===== src/rtl/spi_master_mc.sv =====
`default_nettype none
// ============================================================================
// Module   : spi_master_mc
// Brief    : CS-framed SPI master, write phase then read phase, all four
//            CPOL/CPHA modes, programmable SCK divider and byte depth.
// Revision : 1.0
// ============================================================================
module spi_master_mc #(
    parameter int MAX_BYTES = 4,
    parameter int CLK_DIV   = 4,
    parameter int CW        = $clog2(MAX_BYTES + 1)
) (
    input  logic                   clk_in,
    input  logic                   rst_in,
    input  logic                   start,
    input  logic                   cpol,
    input  logic                   cpha,
    input  logic [CW-1:0]          wr_count,
    input  logic [CW-1:0]          rd_count,
    input  logic [MAX_BYTES*8-1:0] wr_data,
    output logic [MAX_BYTES*8-1:0] rd_data,
    output logic                   busy,
    output logic                   done,
    output logic                   sck,
    output logic                   mosi,
    input  logic                   miso,
    output logic                   cs_n
);
    localparam int c_DW   = MAX_BYTES * 8;
    localparam int c_EW   = $clog2(32 * MAX_BYTES + 1);
    localparam int c_DIVW = (CLK_DIV > 1) ? $clog2(CLK_DIV) : 1;

    localparam logic [2:0] c_ST_IDLE   = 3'd0;
    localparam logic [2:0] c_ST_SETUP  = 3'd1;
    localparam logic [2:0] c_ST_SHIFT  = 3'd2;
    localparam logic [2:0] c_ST_HOLD   = 3'd3;
    localparam logic [2:0] c_ST_FINISH = 3'd4;

    logic [2:0]        r_state;
    logic [2:0]        w_next_state;
    logic [c_DIVW-1:0] r_div;
    logic [c_EW-1:0]   r_edge;
    logic [c_EW-1:0]   r_wr_bits;
    logic [c_EW-1:0]   r_total_edges;
    logic              r_sck;
    logic              r_cpha;
    logic [c_DW-1:0]   r_wr_data;
    logic [c_DW-1:0]   r_rd_data;

    logic [CW-1:0]     w_wr_clamp;
    logic [CW-1:0]     w_rd_clamp;
    logic [c_EW-1:0]   w_wr_bits_in;
    logic [c_EW-1:0]   w_total_in;
    logic [c_EW-1:0]   w_tx_idx;
    logic [c_EW-1:0]   w_tx_pos;
    logic [c_EW-1:0]   w_rx_idx;
    logic [c_DW-1:0]   w_tx_mask;
    logic              w_accept;
    logic              w_active;
    logic              w_tick;
    logic              w_last_edge;
    logic              w_sample;

    assign w_wr_clamp   = (wr_count > CW'(MAX_BYTES)) ? CW'(MAX_BYTES) : wr_count;
    assign w_rd_clamp   = (rd_count > CW'(MAX_BYTES)) ? CW'(MAX_BYTES) : rd_count;
    assign w_wr_bits_in = c_EW'(w_wr_clamp) << 3;
    assign w_total_in   = (c_EW'(w_wr_clamp) + c_EW'(w_rd_clamp)) << 4;

    assign w_accept    = start && (r_state == c_ST_IDLE);
    assign w_active    = (r_state == c_ST_SETUP) || (r_state == c_ST_SHIFT) ||
                         (r_state == c_ST_HOLD);
    assign w_tick      = (r_div == c_DIVW'(CLK_DIV - 1));
    assign w_last_edge = (r_edge == r_total_edges - c_EW'(1));

    // Even edge count = leading edge next; cpha selects which parity samples.
    assign w_sample  = (r_state == c_ST_SHIFT) && w_tick && (r_edge[0] == r_cpha);
    assign w_rx_idx  = r_edge >> 1;
    // cpha=1 launches on leading edges, so the presented bit lags by one edge.
    assign w_tx_idx  = (r_cpha && (r_edge != '0)) ? ((r_edge - c_EW'(1)) >> 1)
                                                  : (r_edge >> 1);
    assign w_tx_pos  = r_wr_bits - w_tx_idx - c_EW'(1);
    assign w_tx_mask = c_DW'(1) << w_tx_pos;

    always_ff @(posedge clk_in) begin
        if (rst_in) begin
            r_state <= c_ST_IDLE;
        end else begin
            r_state <= w_next_state;
        end
    end

    always_comb begin
        w_next_state = r_state;
        case (r_state)
            c_ST_IDLE: begin
                if (w_accept) begin
                    w_next_state = (w_total_in == '0) ? c_ST_FINISH : c_ST_SETUP;
                end
            end
            c_ST_SETUP: begin
                if (w_tick) w_next_state = c_ST_SHIFT;
            end
            c_ST_SHIFT: begin
                if (w_tick && w_last_edge) w_next_state = c_ST_HOLD;
            end
            c_ST_HOLD: begin
                if (w_tick) w_next_state = c_ST_FINISH;
            end
            default: w_next_state = c_ST_IDLE;
        endcase
    end

    always_comb begin
        cs_n = 1'b1;
        busy = 1'b0;
        done = 1'b0;
        mosi = 1'b0;
        case (r_state)
            c_ST_SETUP, c_ST_SHIFT: begin
                cs_n = 1'b0;
                busy = 1'b1;
                mosi = (w_tx_idx < r_wr_bits) && (|(r_wr_data & w_tx_mask));
            end
            c_ST_HOLD: begin
                cs_n = 1'b0;
                busy = 1'b1;
            end
            c_ST_FINISH: begin
                done = 1'b1;
            end
            default: ;
        endcase
    end

    always_ff @(posedge clk_in) begin
        if (rst_in) begin
            r_div         <= '0;
            r_edge        <= '0;
            r_wr_bits     <= '0;
            r_total_edges <= '0;
            r_sck         <= 1'b0;
            r_cpha        <= 1'b0;
            r_wr_data     <= '0;
            r_rd_data     <= '0;
        end else begin
            r_div <= (w_active && !w_tick) ? r_div + c_DIVW'(1) : '0;
            if (w_accept) begin
                r_cpha        <= cpha;
                r_sck         <= cpol;
                r_wr_bits     <= w_wr_bits_in;
                r_total_edges <= w_total_in;
                r_wr_data     <= wr_data;
                r_rd_data     <= '0;
                r_edge        <= '0;
            end else if ((r_state == c_ST_SHIFT) && w_tick) begin
                r_sck  <= ~r_sck;
                r_edge <= r_edge + c_EW'(1);
                // Shifting into a cleared register leaves the first read bit at rd_count*8-1.
                if (w_sample && (w_rx_idx >= r_wr_bits)) begin
                    r_rd_data <= {r_rd_data[c_DW-2:0], miso};
                end
            end
        end
    end

    assign sck     = r_sck;
    assign rd_data = r_rd_data;

endmodule
`default_nettype wire


===== config.mk =====
export PLATFORM = sky130hd
export DESIGN_NAME = spi_master_mc
export DESIGN_NICKNAME = d
export VERILOG_FILES = /design/src/rtl/spi_master_mc.sv
export SDC_FILE = /design/constraint.sdc
export NUM_CORES = 1
export LEC_CHECK = 0
export ABC_AREA = 1
export BUFFER_PORTS_ARGS = -buffer_cell sky130_fd_sc_hd__buf_2
export CAP_MARGIN = 0
export CORE_UTILIZATION = 55
export CTS_BUF_LIST = sky130_fd_sc_hd__clkbuf_8
export DETAILED_ROUTE_END_ITERATION = 10
export PLACE_DENSITY = 0.79
export SKIP_LAST_GASP = 1
export SYNTH_ARGS = -nofsm -noshare
export SYNTH_HDL_FRONTEND = slang
export SYNTH_SLANG_ARGS = --single-unit

===== constraint.sdc =====
create_clock -name clk_in -period 10.9 [get_ports clk_in]
set_input_delay 1.09 -clock clk_in [delete_from_list [all_inputs] [get_ports clk_in]]
set_output_delay 1.09 -clock clk_in [all_outputs]
set_load 0.02 [all_outputs]

Word level (Yosys, flattened, before mapping)
Cells that the tools add are included.
Word-level totals
  register bits after elaboration: 86
  logic and storage cells: 72
Operators by class
  reductions and logical operators: 22
  equal/unequal tests: 11
  add/subtract/negate cells: 7
  magnitude comparators: 4
  shift-type cells: 1
  bitwise logic cells: 3
  multiplexer cells: 15
Operator list (count)
  $and 32x32->32: 1
  $reduce_or 32->1: 1
  $shl 1x8->32 const A: 1
  $sub 8x1->8 const B: 3
  $mux 3: 7
  $pmux 3 s4: 1
  $add 8x1->8 const B: 1
  $eq 8x8->1: 1
  $logic_and 1x1->1: 8
  $logic_not 8->1: 1
  $reduce_bool 8->1: 1
  $sub 6x7->8: 1
  $ge 7x6->1: 1
  $lt 7x6->1: 1
  $mux 7: 1
  $eq 3x2->1 const B: 2
  $gt 3x3->1 const B: 2
  $mux 1: 6
  $ne 2x2->1 const B: 3
  $reduce_or 2->1: 3
  $add 3x3->4: 1
  $reduce_and 4->1: 1
  $eq 3x1->1 const B: 1
  $eq 3x3->1 const B: 1
  11 further kinds: 13

Logic depth before layout (Yosys ltp)
Gate-level depths: netlist (run 1).
  word-level depth: 10
  gate-level depth with buffers: 25
  gate-level depth less buffers: 25

Worst setup path before layout (run 1)
No wires, ideal clock.
  path type: register to output
  start point: register r_edge[0]
  end point: output port mosi
  data arrival time: 3325 ps
  path slack: 6485 ps
  stages on the path, launching flop included: 24
  required time: 9810 ps
  path through: dfxtp_1 > inv_1 > ha_1 > inv_1 > nor3_2 > nand2_4 > nand2_4 > nor3b_1 > nand3_1 > o21ai_0 > ha_1 > inv_1 > fa_1 > inv_1 > nand2_1 > o21bai_1 > nand4_1 > nor2_1 > nand3_1 > o21ai_0 > nor2_1 > nand2_1 > o21bai_1 > nor2_1
Between the ends
  cells in the longest elaborated chain, start to end: 10
  elaborated cells on any way between the ends: 12
  those cells by class: add/sub: 3; order compare: 1; shift: 1; mux: 2; bitwise: 1; reduce/logical: 4
Ends and longest elaborated chain
  start, declared: line 42  | logic [c_EW-1:0] r_edge;
  start signal, assigned: line 157  | r_edge <= r_edge + c_EW'(1);
  parallel branches: the longest is 2 deep, another holds $sub 8x1->8
  $mux 7 *: line 79  | assign w_tx_idx = (r_cpha && (r_edge != '0)) ? ((r_edge - c_EW'(1)) >> 1)
  $sub 6x7->8: line 81  | assign w_tx_pos = r_wr_bits - w_tx_idx - c_EW'(1);
  $sub 8x1->8: line 81
  $shl 1x8->32: line 82  | assign w_tx_mask = c_DW'(1) << w_tx_pos;
  $and 32x32->32: line 122  | mosi = (w_tx_idx < r_wr_bits) && (|(r_wr_data & w_tx_mask));
  $reduce_or 32->1: line 122
  $logic_and 1x1->1 *: line 122
  $mux 1 *: line 118  | case (r_state)
  end, declared: line 25  | output logic mosi,
Mark *: on every way between the ends.

Final worst setup path (run 1)
Same ends and word-level chain as after synthesis.

==> results of run 1 <==
[report_power, final]
| group | internal, mW | leakage (nW) | switching, mW |
|---|---|---|---|
| clock | 0.133 | 0.118 | 0.125 |
| sequential | 0.348 | 0.699 | 0.0227 |
| combinational | 0.0603 | 1.33 | 0.120 |
[state kept, by name (all words and copies together), names as in the netlist, 2 cells and up]
name / cells
r_div: 2
r_edge: 8
r_state: 3
r_total_edges: 4
r_wr_bits: 3
r_wr_data: 32
rd_data: 32
[per-layer routing]
metal,up-vias,track usage [%]
li1,2035,-
met1,1780,29.7
met2,109,45.8
met3,18,7.20
met4,0,9.24
met5,-,0
[cell usage after synthesis, types with 6 or more instances]
cell / n
nor2_1: 44
nand3_1: 48
ha_1: 17
xnor2_1: 6
clkbuf_1: 16
nand2_1: 143
a21oi_1: 65
dfxtp_1: 86
o21ai_0: 29
inv_1: 55
nand4_1: 11
o22ai_1: 6
[logic make-up (layout without fill, tap and decap cells)]
family / Yosys count / count (layout) / share of synthesized area (%)
AND/OR/NAND/NOR: 268 / 268 / 28.3
AO/OA/AOI/OAI: 111 / 111 / 14.0
flip-flops: 86 / 86 / 40.9
buffers and inverters: 85 / 159 / 8.09
adder cells (fa/ha/maj): 19 / 19 / 6.00
XOR/XNOR: 11 / 11 / 2.73
[worst max-delay path by stage]
stage                            from    to  slack, ps  cells past startpoint
2_1_floorplan  r_edge[0]$_SDFFE_PP0P_  mosi       6480                     23
3_3_place_gp   r_edge[0]$_SDFFE_PP0P_  mosi       6260                     24
3_5_place_dp   r_edge[0]$_SDFFE_PP0P_  mosi       6070                     24
4_1_cts        r_edge[0]$_SDFFE_PP0P_  mosi       5680                     24
5_1_grt        r_edge[1]$_SDFFE_PP0P_  mosi       5240                     24
6_report       r_edge[0]$_SDFFE_PP0P_  mosi       5640                     24
[metrics by stage]
step	power, mW	hold slack, ps	util (%)
after detailed placement	0.557	411	63.4
after CTS	0.813	427	66.5
after global placement	0.550	407	63.4
after floorplan	0.505	399	-
after global routing	0.854	460	66.5
final	0.809	427	66.5
[layout make-up]
class	count	area, um2	share of cell area [%]
Multi-Input combinational cell	409	2150	44.1
Sequential cell	86	1720	35.3
Timing Repair Buffer	82	415	8.52
Inverter	61	234	4.80
Clock buffer	9	124	2.54
Tap cell	99	124	2.54
Clock inverter	7	105	2.16
==> reports/results.ini, run 1 <==
[clock_network]
cts_tree=yes
cts_buffer_depth=2
cts_buffers=9
cts_hold_buf=0
clk_pin_slew_ps=90
cts_setup_buffers=0
insertion_delay_ps=370
cts.sinks=86
root_buffer=clkbuf_8
post_cts_resized=0
htreeDepth=3

[critical_path]
reg2reg_depth=9
cp.arrival_ps=4170
cpLargestDelayFamily=simple AND/OR/NAND/NOR gates
worstPathCellList=inv_1 > ha_1 > inv_1 > nor3_2 > nand2_4 > nand2_4 > nor3b_1 > nand3_1 > o21ai_0 > ha_1 > inv_1 > fa_1 > inv_1 > nand2_1 > o21bai_1 > nand3_1 > nor2_2 > nand3_1 > o21ai_0 > nor2_1 > nand2_1 > o21bai_1 > nor2_1 > buf_2
timing.critical_path.slowest_cell_delay_ps=360
reg2reg_from=r_state[2]$_SDFFE_PP0P_
crit_buf_inv=5
crit_path_frequent_cell=inv_1
critPathKind=reg2out
r2r_slack_ps=7640
start_kind=register
slowest_stage=dfxtp_1
worst_ep_required_time_ps=9810
critPathMaxFanout=7
endpoint_kind=output pin
rr_endpoint=rd_data[6]$_SDFFE_PP0P_

[floorplan]
core_um2=7330
chipHeight_um=89.5
placementRows=31
start_util_pct=57.4
io-pin-count=81
die-area_um2=8010
die_w_um=89.5

[placement]
place_ws_ps=6070
io_buffer_count=80
post_dp_cell_area_um2=4640
dp.cells=737
dpl.hpwl_um=7240
gp_congestion=0.907

[pwr]
p_per_area_nw_per_um2=166
leakagePower_nw=2.15
vdd_drop_max_mv=0.0972

[global_routing]
antenna_found_initial=0
gr-total-overflow=0
grtUsageTotal_pct=25.8
first_global_vias=3584
grt_max_degree=41
grt_pass1_wl_um=15600

[synth]
synth_cells=580
syn_area_per_cell_um2=7.26
yosysWarnings=0
synth_area_leaders=dfxtp_1, nand2_1, a21oi_1
yosysTopAreaCell=dfxtp_1
async_reset_ff_share_pct=0
synthFlopType=dfxtp_1
synth_cell_type_count=40
synth_edf_count=0
syn_nets=643
syn_area_um2=4210
synth_seq_cells=86
ys_seq_area_share_pct=40.9
synth_top_area_share_pct=40.9

[worst_hold_path]
holdPathEnd=r_div[0]$_SDFF_PP0_
hp-class=reg2reg
hp-start=r_div[0]$_SDFF_PP0_
hold-path-cell-count=1

[drt]
met2_length_um=4850
drt_wl_total_um=9890
drc=0
wl_per_cell_um=13.1
num_vias=3942
drt-met1-wl_um=4350
met3_length_um=489
antenna_left=0
first_iter_violations=164
via_per_inst=5.24
drt-pass1-iter-count=4
top_layer=met4

[layout]
fin_nets=712
postLayoutCellArea_um2=4870
syn2layout_area_growth_pct=15.8
most-common-layout-cells=nand2_1, dfxtp_1, buf_2
fillCellCount=641
layout_commonest_cell=nand2_1
stdcell_count=753
drive_gt1_share_pct=18.7
n_antenna_cell=0

[sta]
finClkSkew_ps=9.13
rsz0062_at_grt=no
max_freq_ghz=0.190
setup_viol_count_final=0
finalCritPeriodShare_pct=48.3
slew_violations=0
setup_ws_ps=5640
worst_slew_pin_slew_ps=992
relSlewSlack_pct=33.7
tns_ps=0
hold_viol=0
min_period_ps=5260

[flow_run]
max_cap_violations=0

[run_status]
status=finished clean

No activity file was read; power rests on OpenSTA's default activity.
==> run 2: changes to the inputs <==
CORE_UTILIZATION = 52   (was 55)
clock period = 4.4 ns   (was 10.9 ns; I/O delays follow)
==> reports/results.ini, run 2 (synthesized netlist as in run 1, its figures left out) <==
[run_status]
status=finished clean  ; unchanged

[critical_path]
worst_ep_required_time_ps=3960  ; was 9810 ps
timing.critical_path.slowest_cell_delay_ps=370  ; was 360 ps
start_kind=register  ; unchanged
cpLargestDelayFamily=simple AND/OR/NAND/NOR gates  ; unchanged
critPathMaxFanout=7  ; unchanged
slowest_stage=dfxtp_2  ; was dfxtp_1
crit_buf_inv=6  ; was 5
critPathKind=reg2out  ; unchanged
cp.arrival_ps=3730  ; was 4170 ps
worstPathCellList=inv_4 > ha_1 > inv_1 > nor3_2 > nand2_4 > nand2_8 > nor3b_4 > nand3_2 > o21ai_2 > ha_2 > inv_1 > fa_2 > inv_2 > nand2_2 > o21bai_4 > nand3_1 > nor2_4 > buf_4 > nand4_1 > and3_1 > nand3_2 > nor2_1 > nor2_1 > buf_4  ; was inv_1 > ha_1 > inv_1 > nor3_2 > nand2_4 > nand2_4 > nor3b_1 > nand3_1 > o21ai_0 > ha_1 > inv_1 > fa_1 > inv_1 > nand2_1 > o21bai_1 > nand3_1 > nor2_2 > nand3_1 > o21ai_0 > nor2_1 > nand2_1 > o21bai_1 > nor2_1 > buf_2
endpoint_kind=output pin  ; unchanged

[flow_run]
max_cap_violations=0  ; unchanged

[floorplan]
start_util_pct=54.2  ; was 57.4%
die_w_um=92.0  ; was 89.5 um
placementRows=32  ; was 31
chipHeight_um=92.0  ; was 89.5 um
io-pin-count=81  ; unchanged
die-area_um2=8460  ; was 8010 um2
core_um2=7770  ; was 7330 um2

[drt]
drt_wl_total_um=10100  ; was 9890 um
via_per_inst=5.32  ; was 5.24
wl_per_cell_um=13.1  ; about the same
num_vias=4082  ; was 3,942
antenna_left=0  ; unchanged
drt-pass1-iter-count=6  ; was 4
drc=0  ; unchanged
first_iter_violations=176  ; was 164

[sta]
relSlewSlack_pct=42.6  ; was 33.7%
min_period_ps=4170
worst_slew_pin_slew_ps=860  ; was 992 ps
finalCritPeriodShare_pct=94.7
slew_violations=0  ; unchanged
setup_viol_count_final=0  ; unchanged
finClkSkew_ps=11.9  ; was 9.13 ps
max_freq_ghz=0.240
hold_viol=0  ; unchanged

[layout]
layout_commonest_cell=nand2_1  ; unchanged
syn2layout_area_growth_pct=19.9  ; was 15.8%
final_util_pct=65.0  ; was 66.5%
n_antenna_cell=0  ; unchanged
drive_gt1_share_pct=22.7  ; was 18.7%
stdcell_count=768  ; was 753
fin_nets=724  ; was 712
most-common-layout-cells=nand2_1, dfxtp_1, buf_2  ; unchanged

[global_routing]
gr-total-overflow=0  ; unchanged
grt_pass1_wl_um=16500  ; was 15,600 um
grt_max_degree=36  ; was 41
antenna_found_initial=0  ; unchanged
first_global_vias=3684  ; was 3,584
grtUsageTotal_pct=24.5  ; was 25.8%

[clock_network]
clk_pin_slew_ps=90  ; about the same
cts_buffer_depth=2  ; unchanged
root_buffer=clkbuf_8  ; unchanged
cts.sinks=86  ; unchanged
htreeDepth=3  ; unchanged
cts_tree=yes  ; unchanged
insertion_delay_ps=360  ; was 370 ps
cts_buffers=9  ; unchanged

[placement]
dp.cells=741  ; was 737
dpl.hpwl_um=6950  ; was 7240 um
io_buffer_count=80  ; unchanged
gp_congestion=0.928  ; was 0.907

[worst_hold_path]
hp-class=in2reg  ; was reg2reg

[pwr]
p_total_mw=2.01  ; was 0.809 mW
p_per_area_nw_per_um2=397  ; was 166 nW/um2
vdd_drop_max_mv=0.208  ; was 0.0972 mV
leakagePower_nw=2.19  ; was 2.15 nW

-- run 2: layer usage --
metal / wire length (um) / global-route usage, %
met1: 4310 / 28.9
met2: 4970 / 41.2
met3: 418 / 6.14
met4: 400 / 11.8
met5: 0 / 0
-- run 2: tightest hold or removal path: cells and delay by family --
family | cells | cell delay [ps]
AO/OA/AOI/OAI | 1 | 60
AND/OR/NAND/NOR | 1 | 60
buffers and inverters | 1 | 70
-- run 2: final cells by class --
cell class / instances / area, um2
inverters: 61 / 236
clock buffers: 9 / 124
multi-input cells: 409 / 2220
flip-flops and latches: 86 / 1730
fillers: 694 / 2720
repair buffers: 94 / 508
clock inverters: 7 / 104
well taps: 102 / 128
-- run 2: path summary, 6_finish.rpt --
check             cells past startpoint                    endpoint  slack [ps]                    start
setup / recovery                     24                        mosi         230   r_edge[0]$_SDFFE_PP0P_
hold reg to reg                       1         r_div[0]$_SDFF_PP0_         430      r_div[0]$_SDFF_PP0_
hold / removal                        3  r_wr_data[21]$_SDFFE_PP0P_         300              wr_data[21]
setup reg to reg                     11     rd_data[6]$_SDFFE_PP0P_        1510  r_state[1]$_SDFFE_PP0P_
-- run 2: power breakdown --
| part | internal, mW | total (mW) | leakage [nW] | switching, mW |
|---|---|---|---|---|
| registers | 0.863 | 0.919 | 0.701 | 0.0564 |
| clock network | 0.327 | 0.628 | 0.108 | 0.301 |
| logic | 0.158 | 0.459 | 1.38 | 0.301 |
| total | 1.35 | 2.01 | 2.19 | 0.658 |
-- run 2: per-stage QoR --
step                      setup slack (ps)  TNS (ps)  hold slack (ps)  cell area (um2)
after floorplan                        635         0              399             4210
after global placement                 421         0              406             4660
after detailed placement               153         0              418             4660
after CTS                             12.3         0              292             4900
after global routing                 -19.1     -19.1              312             5050
final                                  235         0              303             5050
-- run 2: timing repair --
item / in CTS / in global routing
hold buffers: 0 / 0
pin swaps: 0 / 11
endpoints found under the hold margin: 0 / 0
gates resized for setup: 7 / 23
setup buffers: 0 / 11
endpoints found under the setup margin: 1 / 1
